--- src/rtl/instr_ram_arbiter_pkg.sv ---
// Shared widths, FSM encodings and requester IDs for the instruction RAM arbiter.
// Also holds the byte-address legality check used by both request paths.
package instr_ram_arbiter_pkg;

    localparam int DEF_ADDRESS_BUS_WIDTH     = 12;
    localparam int DEF_INSTRUCTION_WIDTH     = 29;
    localparam int DEF_NUM_INSTRUCTION_WORDS = 512;
    localparam int DEF_WORD_CNT_WIDTH        = 10;

    localparam logic REQ_FETCH  = 1'b0;
    localparam logic REQ_LOADER = 1'b1;

    typedef enum logic [2:0] {
        ST_IDLE     = 3'd0,
        ST_RD_ISSUE = 3'd1,
        ST_RD_CAPT  = 3'd2,
        ST_WRITE    = 3'd3,
        ST_RESP     = 3'd4
    } state_t;

    // A byte address is legal only if word aligned and inside the RAM.
    function automatic logic addr_is_bad(input logic [31:0] byte_addr,
                                         input int unsigned num_words);
        return (byte_addr[1:0] != 2'b00) || (byte_addr >= num_words * 4);
    endfunction

endpackage

--- src/rtl/instr_ram_arbiter_if.sv ---
// Fetch, loader and RAM-side signals of the instruction RAM arbiter.
// slave is the arbiter's view; master is the view of everything around it.
interface instr_ram_arbiter_if
    import instr_ram_arbiter_pkg::*;
#(
    parameter int ADDRESS_BUS_WIDTH = DEF_ADDRESS_BUS_WIDTH,
    parameter int INSTRUCTION_WIDTH = DEF_INSTRUCTION_WIDTH,
    parameter int WORD_CNT_WIDTH    = DEF_WORD_CNT_WIDTH
);
    logic                         fetch_req;
    logic [ADDRESS_BUS_WIDTH-1:0] fetch_addr;
    logic                         fetch_valid;
    logic [INSTRUCTION_WIDTH-1:0] fetch_instr;
    logic                         fetch_err;

    logic                         load_req;
    logic [ADDRESS_BUS_WIDTH-1:0] load_addr;
    logic [INSTRUCTION_WIDTH-1:0] load_data;
    logic                         load_ack;
    logic                         load_err;
    logic                         prog_lock;
    logic [WORD_CNT_WIDTH-1:0]    words_loaded;

    logic [ADDRESS_BUS_WIDTH-1:0] ram_address;
    logic                         ram_read_not_write;
    logic [INSTRUCTION_WIDTH-1:0] ram_wdata;
    logic [INSTRUCTION_WIDTH-1:0] ram_rdata;

    modport slave (
        input  fetch_req, fetch_addr, load_req, load_addr, load_data, prog_lock, ram_rdata,
        output fetch_valid, fetch_instr, fetch_err, load_ack, load_err, words_loaded,
               ram_address, ram_read_not_write, ram_wdata
    );

    modport master (
        output fetch_req, fetch_addr, load_req, load_addr, load_data, prog_lock, ram_rdata,
        input  fetch_valid, fetch_instr, fetch_err, load_ack, load_err, words_loaded,
               ram_address, ram_read_not_write, ram_wdata
    );

endinterface

--- src/rtl/instr_ram_arbiter_rr_arbiter2.sv ---
// Two-way round-robin arbiter: a lone request always wins, a tie goes to
// the requester that did not win the previous tie.
module rr_arbiter2
    import instr_ram_arbiter_pkg::*;
(
    input  logic       clk,
    input  logic       reset_n,
    input  logic [1:0] req,
    input  logic       update_en,
    output logic [1:0] grant
);
    logic last_grant_reg;
    logic last_grant_next;

    generate
        for (genvar gi = 0; gi < 2; gi++) begin : g_grant
            assign grant[gi] = req[gi] && (!req[1-gi] || (last_grant_reg != 1'(gi)));
        end
    endgenerate

    // Only a real tie moves the round-robin pointer.
    always_comb begin
        last_grant_next = last_grant_reg;
        if (update_en && (&req)) begin
            last_grant_next = grant[REQ_LOADER];
        end
    end

    always_ff @(posedge clk) begin
        if (!reset_n) begin
            last_grant_reg <= REQ_LOADER;
        end else begin
            last_grant_reg <= last_grant_next;
        end
    end

endmodule

--- src/rtl/instr_ram_arbiter.sv ---
// Shares the single-port instruction RAM between CPU fetch (reads) and the
// program loader (writes), with address checking and a write lock.
module instr_ram_arbiter
    import instr_ram_arbiter_pkg::*;
#(
    parameter int ADDRESS_BUS_WIDTH     = DEF_ADDRESS_BUS_WIDTH,
    parameter int INSTRUCTION_WIDTH     = DEF_INSTRUCTION_WIDTH,
    parameter int NUM_INSTRUCTION_WORDS = DEF_NUM_INSTRUCTION_WORDS,
    parameter int WORD_CNT_WIDTH        = DEF_WORD_CNT_WIDTH
)(
    input  logic                clk,
    input  logic                reset_n,
    instr_ram_arbiter_if.slave  bus
);
    state_t                       state_reg, state_next;
    logic [ADDRESS_BUS_WIDTH-1:0] addr_reg, addr_next;
    logic [INSTRUCTION_WIDTH-1:0] wdata_reg, wdata_next;
    logic [INSTRUCTION_WIDTH-1:0] fetch_instr_reg, fetch_instr_next;
    logic                         fetch_valid_reg, fetch_valid_next;
    logic                         fetch_err_reg, fetch_err_next;
    logic                         load_ack_reg, load_ack_next;
    logic                         load_err_reg, load_err_next;
    logic [WORD_CNT_WIDTH-1:0]    words_reg, words_next;

    logic [1:0] grant;
    logic       arb_update;
    logic       fetch_bad;
    logic       load_bad;

    assign fetch_bad = addr_is_bad(32'(bus.fetch_addr), NUM_INSTRUCTION_WORDS);
    assign load_bad  = addr_is_bad(32'(bus.load_addr), NUM_INSTRUCTION_WORDS);

    rr_arbiter2 u_rr_arbiter2 (
        .clk       (clk),
        .reset_n   (reset_n),
        .req       ({bus.load_req, bus.fetch_req}),
        .update_en (arb_update),
        .grant     (grant)
    );

    always_comb begin
        state_next       = state_reg;
        addr_next        = addr_reg;
        wdata_next       = wdata_reg;
        fetch_instr_next = fetch_instr_reg;
        fetch_valid_next = 1'b0;
        fetch_err_next   = 1'b0;
        load_ack_next    = 1'b0;
        load_err_next    = 1'b0;
        words_next       = words_reg;
        arb_update       = 1'b0;

        case (state_reg)
            ST_IDLE: begin
                if (|grant) begin
                    arb_update = 1'b1;
                    if (grant[REQ_LOADER]) begin
                        // Rejected writes leave the RAM-facing registers untouched.
                        if (load_bad || bus.prog_lock) begin
                            state_next    = ST_RESP;
                            load_ack_next = 1'b1;
                            load_err_next = 1'b1;
                        end else begin
                            addr_next  = bus.load_addr;
                            wdata_next = bus.load_data;
                            state_next = ST_WRITE;
                        end
                    end else begin
                        if (fetch_bad) begin
                            state_next       = ST_RESP;
                            fetch_valid_next = 1'b1;
                            fetch_err_next   = 1'b1;
                            fetch_instr_next = '0;
                        end else begin
                            addr_next  = bus.fetch_addr;
                            state_next = ST_RD_ISSUE;
                        end
                    end
                end
            end
            ST_RD_ISSUE: state_next = ST_RD_CAPT;
            ST_RD_CAPT: begin
                state_next       = ST_RESP;
                fetch_valid_next = 1'b1;
                fetch_instr_next = bus.ram_rdata;
            end
            ST_WRITE: begin
                state_next    = ST_RESP;
                load_ack_next = 1'b1;
                words_next    = (&words_reg) ? words_reg : words_reg + 1'b1;
            end
            ST_RESP: state_next = ST_IDLE;
            default: state_next = ST_IDLE;
        endcase
    end

    always_ff @(posedge clk) begin
        if (!reset_n) begin
            state_reg       <= ST_IDLE;
            addr_reg        <= '0;
            wdata_reg       <= '0;
            fetch_instr_reg <= '0;
            fetch_valid_reg <= 1'b0;
            fetch_err_reg   <= 1'b0;
            load_ack_reg    <= 1'b0;
            load_err_reg    <= 1'b0;
            words_reg       <= '0;
        end else begin
            state_reg       <= state_next;
            addr_reg        <= addr_next;
            wdata_reg       <= wdata_next;
            fetch_instr_reg <= fetch_instr_next;
            fetch_valid_reg <= fetch_valid_next;
            fetch_err_reg   <= fetch_err_next;
            load_ack_reg    <= load_ack_next;
            load_err_reg    <= load_err_next;
            words_reg       <= words_next;
        end
    end

    // Write strobe decoded straight from the state so it can never glitch low elsewhere.
    assign bus.ram_read_not_write = (state_reg != ST_WRITE);
    assign bus.ram_address        = addr_reg;
    assign bus.ram_wdata          = wdata_reg;
    assign bus.fetch_valid        = fetch_valid_reg;
    assign bus.fetch_instr        = fetch_instr_reg;
    assign bus.fetch_err          = fetch_err_reg;
    assign bus.load_ack           = load_ack_reg;
    assign bus.load_err           = load_err_reg;
    assign bus.words_loaded       = words_reg;

endmodule

--- src/flat_wrapper.sv ---
// flat-port wrapper written by rule: the top's interface ports become plain ports
module instr_ram_arbiter_flat import instr_ram_arbiter_pkg::*;
#(
    parameter int ADDRESS_BUS_WIDTH     = DEF_ADDRESS_BUS_WIDTH,
    parameter int INSTRUCTION_WIDTH     = DEF_INSTRUCTION_WIDTH,
    parameter int NUM_INSTRUCTION_WORDS = DEF_NUM_INSTRUCTION_WORDS,
    parameter int WORD_CNT_WIDTH        = DEF_WORD_CNT_WIDTH
)
  (clk, reset_n, bus_fetch_req, bus_fetch_addr, bus_load_req, bus_load_addr, bus_load_data, bus_prog_lock, bus_ram_rdata, bus_fetch_valid, bus_fetch_instr, bus_fetch_err, bus_load_ack, bus_load_err, bus_words_loaded, bus_ram_address, bus_ram_read_not_write, bus_ram_wdata);
  instr_ram_arbiter_if #(.ADDRESS_BUS_WIDTH(ADDRESS_BUS_WIDTH), .INSTRUCTION_WIDTH(INSTRUCTION_WIDTH), .WORD_CNT_WIDTH(WORD_CNT_WIDTH)) bus_i ();
  input  logic clk;
  input  logic reset_n;
  input wire logic [$bits(bus_i.fetch_req)-1:0] bus_fetch_req;
  input wire logic [$bits(bus_i.fetch_addr)-1:0] bus_fetch_addr;
  input wire logic [$bits(bus_i.load_req)-1:0] bus_load_req;
  input wire logic [$bits(bus_i.load_addr)-1:0] bus_load_addr;
  input wire logic [$bits(bus_i.load_data)-1:0] bus_load_data;
  input wire logic [$bits(bus_i.prog_lock)-1:0] bus_prog_lock;
  input wire logic [$bits(bus_i.ram_rdata)-1:0] bus_ram_rdata;
  output wire logic [$bits(bus_i.fetch_valid)-1:0] bus_fetch_valid;
  output wire logic [$bits(bus_i.fetch_instr)-1:0] bus_fetch_instr;
  output wire logic [$bits(bus_i.fetch_err)-1:0] bus_fetch_err;
  output wire logic [$bits(bus_i.load_ack)-1:0] bus_load_ack;
  output wire logic [$bits(bus_i.load_err)-1:0] bus_load_err;
  output wire logic [$bits(bus_i.words_loaded)-1:0] bus_words_loaded;
  output wire logic [$bits(bus_i.ram_address)-1:0] bus_ram_address;
  output wire logic [$bits(bus_i.ram_read_not_write)-1:0] bus_ram_read_not_write;
  output wire logic [$bits(bus_i.ram_wdata)-1:0] bus_ram_wdata;
  assign bus_i.fetch_req = bus_fetch_req;
  assign bus_i.fetch_addr = bus_fetch_addr;
  assign bus_i.load_req = bus_load_req;
  assign bus_i.load_addr = bus_load_addr;
  assign bus_i.load_data = bus_load_data;
  assign bus_i.prog_lock = bus_prog_lock;
  assign bus_i.ram_rdata = bus_ram_rdata;
  assign bus_fetch_valid = bus_i.fetch_valid;
  assign bus_fetch_instr = bus_i.fetch_instr;
  assign bus_fetch_err = bus_i.fetch_err;
  assign bus_load_ack = bus_i.load_ack;
  assign bus_load_err = bus_i.load_err;
  assign bus_words_loaded = bus_i.words_loaded;
  assign bus_ram_address = bus_i.ram_address;
  assign bus_ram_read_not_write = bus_i.ram_read_not_write;
  assign bus_ram_wdata = bus_i.ram_wdata;
  instr_ram_arbiter #(.ADDRESS_BUS_WIDTH(ADDRESS_BUS_WIDTH), .INSTRUCTION_WIDTH(INSTRUCTION_WIDTH), .NUM_INSTRUCTION_WORDS(NUM_INSTRUCTION_WORDS), .WORD_CNT_WIDTH(WORD_CNT_WIDTH)) u_core (.clk(clk), .reset_n(reset_n), .bus(bus_i));
endmodule
--- config.mk ---
export PLATFORM = sky130hd
export DESIGN_NAME = instr_ram_arbiter_flat
export DESIGN_NICKNAME = d
export VERILOG_FILES = /design/src/rtl/instr_ram_arbiter_pkg.sv /design/src/rtl/instr_ram_arbiter_if.sv /design/src/rtl/instr_ram_arbiter_rr_arbiter2.sv /design/src/rtl/instr_ram_arbiter.sv /design/src/flat_wrapper.sv
export SDC_FILE = /design/constraint.sdc
export NUM_CORES = 1
export LEC_CHECK = 0
export CORE_MARGIN = 2
export CORE_UTILIZATION = 39
export DETAILED_ROUTE_END_ITERATION = 16
export HOLD_SLACK_MARGIN = 0.12
export MAX_ROUTING_LAYER = met4
export PLACE_DENSITY = 0.83
export SYNTH_ARGS = -nofsm -noshare
export SYNTH_HDL_FRONTEND = slang
export SYNTH_SLANG_ARGS = --single-unit
--- constraint.sdc ---
create_clock -name clk -period 1.8 [get_ports clk]
set_input_delay 0.36 -clock clk [delete_from_list [all_inputs] [get_ports clk]]
set_output_delay 0.36 -clock clk [all_outputs]
set_load 0.02 [all_outputs]
==> metrics.cfg, run 1 <==
[run_status]
outcome = finished, final reports clean

[synth]
synth_fp_nets = 424
synth_ff_type = dfxtp_1
post_synth_num_cell_types = 43
async_flop_share_pct = 0
yosys.area_share.adder_pct = 0.388
synth_top_family_by_area = compound AO/OA/AOI/OAI gates
yosysSeqAreaShare_pct = 54.6
synthMuxAreaShare_pct = 2.79
synthTopCellsByCount = dfxtp_1 (88), nand2_1 (65), a21oi_1 (45)
synth_compound_area_share_pct = 20.5
synth_edf_count = 0
ys_warn_count = 0
synth_xor_area_share_pct = 1.09
synth_area_um2 = 3230
avgSynthCellArea_um2 = 9.60
synth_top_area_share_pct = 54.6
yosysMostFrequentCell = dfxtp_1
synth_area_leaders = dfxtp_1 (55%), a22o_1 (7.9%), nand2_1 (7.6%)
synth_seq_cells = 88
synthSimpleGateAreaFrac_pct = 16.1
yosys.area.top_type = dfxtp_1
netlist_instances = 336

[critical_path]
crit_family = buffers and inverters
cpPeakStageDelay_ns = 0.63
cp_num_buf_inv = 1
worstPathRequired_ns = 1.44
crit_type = reg -> out
reg2reg_depth = 6
cp-end-kind = primary output
cp_max_fo = 4
worstSetupStartpointType = flip-flop
cp_slowest_cell = clkdlybuf4s50_1
cp.depth = 1
path_cells = clkdlybuf4s50_1
worstPathArrival_ns = 1.38

[placed_design]
hpwlAfterDp_mm = 6.91
io_buffers = 171
gp_congestion = 0.907

[min_path]
min_path_type = reg -> reg
min_path_cells = 2

[floorplan]
die_w_um = 95.0
dieArea_um2 = 9020
std_cell_rows = 33
coreArea_um2 = 8130
io-pin-count = 172
dieHeight_um = 95.0
start_util_pct = 39.7

[pwr]
ir_worst_vdd_mv = 0.339
leakagePower_nw = 2.03
total_power_w = 0.00400
power_density_nw_per_um2 = 734

[layout]
synthToLayoutAreaGrowth_pct = 69.0
num-nets-final = 610
diodes = 0
drive_gt1_share_pct = 9.90
fill_cells = 632

[drt]
vias = 3134
drt_pass1_iterations = 4
viasPerCell = 4.97
drt_iter0_drc = 73
wl_per_cell_um = 14.5
drc = 0
postRouteAntennaNets = 0
drt-total-wl_mm = 9.12

[sta]
tightest_slew_ns = 0.415
relSlewSlack_pct = 72.2
period_share_pct = 96.7
fmax_ghz = 0.575
tns_ns = 0
setup_viol = 0
rsz0062_at_grt = no
finalWorstPathRequiredPeriod_ns = 1.74
clock_skew_ns = 0.00763
hold_viol_final = 0
maxSlewViolCount = 0

[cts]
clk_pin_slew_ns = 0.08
cts_tree = done
htree_levels = 3
root_buffer = clkbuf_8
cts_sinks = 88
clock_latency_ns = 0.34
cts_buffers = 9
cts_hold_buf = 0
clk_path_buf_depth = 2

[global_route]
grt_first_pass_wirelength_mm = 13.8
grt_usage_pct = 20.2
first_global_vias = 2965
grt_max_degree = 36
grt_antenna_before_repair = 0
overflow = 0

[run]
drv_cap = 0

[placed cells by master, fill, tap and decap left out, types with 3 or more instances in the layout]
master           instances
nor3_1                   5
buf_12                   4
a211oi_1                10
nand2_1                 65
mux2i_1                  9
xor2_1                   4
a22o_1                  29
bufinv_16                3
nand3_1                  6
nor2_1                   8
o21ai_0                  3
clkbuf_8                 9
dlymetal6s2s_1           3
a21oi_1                 45
clkdlybuf4s50_1        166
dfxtp_1                 88
and3_1                   5
buf_4                   24
or3_1                    5
[final cells by class]
cell class              instances  area (um^2)  area share (%)
clock inverters                 4         95.1            1.74
repair buffers                199         1980            36.3
flip-flops and latches         88         1760            32.3
well taps                     105          131            2.41
clock buffers                  10          128            2.34
inverters                       3         11.3           0.207
multi-input cells             221         1350            24.7
[power breakdown]
group | internal (W) | switching [W]
sequential | 0.00197 | 0.0000156
combinational | 0.000286 | 0.000185
clock | 0.000906 | 0.000634
[final timing paths]
kind | from | to | slack, ns
max | u_core.bus.words_loaded[6]$_SDFFE_PN0P_ | bus_words_loaded[6] | 0.06
min | u_core.bus.ram_wdata[19]$_SDFFE_PN0P_ | u_core.bus.ram_wdata[19]$_SDFFE_PN0P_ | 0.46
max reg2reg | u_core.state_reg[0]$_SDFFE_PN0P_ | u_core.bus.ram_wdata[3]$_SDFFE_PN0P_ | 0.17
min reg2reg | u_core.bus.ram_wdata[19]$_SDFFE_PN0P_ | u_core.bus.ram_wdata[19]$_SDFFE_PN0P_ | 0.46
[through the flow]
stage               cell area [um^2]  utilization [%]  setup WS (ns)  hold slack (ns)  cells
floorplan                       3230                -          0.203            0.472    336
global placement                5200             64.0         -0.218            0.442    616
detailed placement              5200             64.0         -0.278            0.450    616
CTS                             5420             66.7        0.00224            0.461    630
global route                    5450             67.0         0.0147            0.475    630
finish                          5450             67.0         0.0601            0.459    630
[cells by family after synthesis]
kind of cell               after synthesis
AOI/OAI and AO/OA                       98
xor gates and xnor gates                 4
adders and majority gates                1
buffers and inverters                   27
DFF                                     88
muxes                                    9
and+or+nand+nor                        109
[routing by layer]
metal,up-vias,share of wire [%],global-route usage (%),wire (um)
li1,1561,-,-,-
met1,1447,40,22.7,3690
met2,112,51,34.4,4610
met3,14,7.1,4.87,650
met4,0,1.9,8.45,169
met5,-,0,-,0
[what timing repair did]
item                       in CTS  in global routing
gates cloned                    0                  0
setup endpoints to repair       2                  8
resized for setup               2                  7
buffers inserted                0                  0
Note: power is estimated with default switching activity, not from simulation.
==> inputs of run 2 (changes only) <==
Settings changed: CAP_MARGIN set to 20.
==> results of run 2 <==
The final DEF is identical to that of run 1; final timing and power are the same.
==> inputs of run 3 (changes only) <==
Settings changed: CORE_UTILIZATION 39 to 60, CTS_BUF_LIST set to sky130_fd_sc_hd__clkbuf_4 sky130_fd_sc_hd__clkbuf_8, DONT_BUFFER_PORTS set to 1, PLACE_DENSITY 0.83 to 0.79.
==> run 3 against run 2 <==
Power is 12% lower. Highest routed layer unchanged. Setup slack better by 0.058 ns. First-iteration DRC count is 26% higher. Critical path type unchanged. Clock skew is 0.0065 ns higher. Non-clock buffer count is 177 lower. Final cell count is 33% lower. Utilization is 2.8 points higher. Critical path depth is 2 higher. Wire length is 23% lower.
==> metrics.cfg, run 3 (same netlist as run 1, synthesis figures left out) <==
[run_status]
outcome = finished, final reports clean

[min_path]
whs_endpoint = u_core.bus.ram_wdata[1]$_SDFFE_PN0P_
min_path_cells = 2
min_path_type = in -> reg
min_from = bus_load_data[1]

[sta]
clock_skew_ns = 0.0142
period_share_pct = 93.5
finalWorstSetupSlack_ns = 0.118
fmax_ghz = 0.594
rsz0062_at_grt = no
maxSlewViolCount = 0
worst_hold_slack_ns = 0.142
finalWorstPathRequiredPeriod_ns = 1.68
relSlewSlack_pct = 67.0
hold_viol_final = 0
tns_ns = 0
setup_viol = 0
tightest_slew_ns = 0.495

[layout]
drive_gt1_share_pct = 12.9
layout_common_cells = dfxtp_1 (88), nand2_1 (65), a21oi_1 (45), a22o_1 (29), buf_4 (18)
fin_util_pct = 69.8
synthToLayoutAreaGrowth_pct = 11.2
num-nets-final = 433
diodes = 0
final_common_cell = dfxtp_1

[pwr]
switching_share_pct = 22.9
ir_worst_vdd_mv = 0.609
power.share.sequential_pct = 57.2
power_switching_w = 0.000811
power_density_nw_per_um2 = 986
cellInternalPower_w = 0.00273
leakagePower_nw = 1.29
total_power_w = 0.00354
power_frac_comb_pct = 4.7
clkPwrFrac_pct = 38.1

[placed_design]
pre_cts_ws_ns = 0.238
hpwlAfterDp_mm = 5.12
gp_congestion = 0.877
io_buffers = 0

[drt]
viasPerCell = 5.95
drt-total-wl_mm = 7.00
wl_per_cell_um = 16.7
vias = 2498
drt_iter0_drc = 92
drc = 0
postRouteAntennaNets = 0
drt_pass1_iterations = 4

[critical_path]
cp-end-kind = primary output
worstPathRequired_ns = 1.44
worstPathArrival_ns = 1.32
rrSetupSlack_ns = 0.23
worstSetupStartpointType = flip-flop
path_cells = and3b_1 -> buf_4 -> inv_2
cp_max_fo = 6
cp_slowest_cell = dfxtp_1
reg2reg_to = u_core.bus.words_loaded[7]$_SDFFE_PN0P_
crit_type = reg -> out
reg2reg_depth = 5
r2r_start = u_core.state_reg[0]$_SDFFE_PN0P_
cpPeakStageDelay_ns = 0.47

[cts]
root_buffer = clkbuf_8
clk_path_buf_depth = 2
htree_levels = 3
cts_sinks = 88
cts_buffers = 9
postCtsSetupBuffers = 0
cts-resized-gates = 0
cts_tree = done
clock_latency_ns = 0.34
clk_pin_slew_ns = 0.09

[global_route]
first_global_vias = 2358
grt_antenna_before_repair = 0
overflow = 0
grt_usage_pct = 23.5
grt_first_pass_wirelength_mm = 10.8
grt_max_degree = 51

[floorplan]
die_w_um = 77.3
std_cell_rows = 26
coreArea_um2 = 5140
dieArea_um2 = 5980
dieHeight_um = 77.3
start_util_pct = 62.8
io-pin-count = 172

[run]
drv_cap = 0

[run 3: changes by cell type in the layout (fill, tap and decap cells not counted), sizes merged]
cell,delta
dlygate4sd2,-2
clkinv,+1
bufinv,-2
dlygate4sd3,+2
inv,+1
clkinvlp,+2
dlymetal6s2s,-3
clkdlybuf4s50,-166
buf,-8
[run 3: area by class of cell]
class / instances / area, um^2
clock buffers: 10 / 138
clock inverters: 6 / 67.6
fillers: 413 / 1550
well taps: 70 / 87.6
repair buffers: 22 / 195
multi-input cells: 221 / 1330
flip-flops and latches: 88 / 1760
inverters: 3 / 11.3
[run 3: metal layers]
metal	up-vias	track usage, %	share of wire, %
met5	-	-	0
met4	0	10.9	1.7
met3	10	7.09	9.3
met2	131	39.7	50
met1	1146	25.3	39
li1	1211	-	-
[run 3: repair_timing]
| action | in CTS | in global routing |
|---|---|---|
| hold endpoints to repair | 1 | 1 |
| setup endpoints to repair | 0 | 0 |
| hold buffers | 1 | 1 |
[run 3: critical path, delay by kind of cell, from the launching register on]
kind	cells	cell delay, ns
buffers and inverters	2	0.27
flip-flops	1	0.47
AND/OR/NAND/NOR	1	0.25
[run 3: worst max path at each step]
stage | endpoint | slack (ns) | from
after CTS | bus_ram_read_not_write | 0.10 | u_core.state_reg[2]$_SDFFE_PN0P_
after global placement | u_core.bus.fetch_instr[10]$_SDFFE_PN0P_ | 0.27 | bus_fetch_addr[1]
after global routing | bus_ram_read_not_write | 0.05 | u_core.state_reg[2]$_SDFFE_PN0P_
after floorplan | u_core.bus.words_loaded[9]$_SDFFE_PN0P_ | 0.20 | u_core.bus.words_loaded[4]$_SDFFE_PN0P_
after detailed placement | u_core.bus.fetch_instr[5]$_SDFFE_PN0P_ | 0.24 | bus_fetch_addr[1]
final | bus_ram_read_not_write | 0.12 | u_core.state_reg[2]$_SDFFE_PN0P_
[run 3: metrics by stage]
stage          cell area (um^2)  instances
3_3_place_gp               3360        402
6_report                   3590        420
2_1_floorplan              3230        336
5_1_grt                    3590        420
3_5_place_dp               3360        402
4_1_cts                    3580        419
[run 3: power by group through the flow]
stage          Sequential, W  Combinational, W  Clock (W)
2_1_floorplan        0.00206          0.000134          0
3_3_place_gp         0.00207          0.000159          0
3_5_place_dp         0.00207          0.000162          0
4_1_cts              0.00203          0.000165    0.00138
5_1_grt              0.00203          0.000183    0.00147
6_report             0.00203          0.000166    0.00135
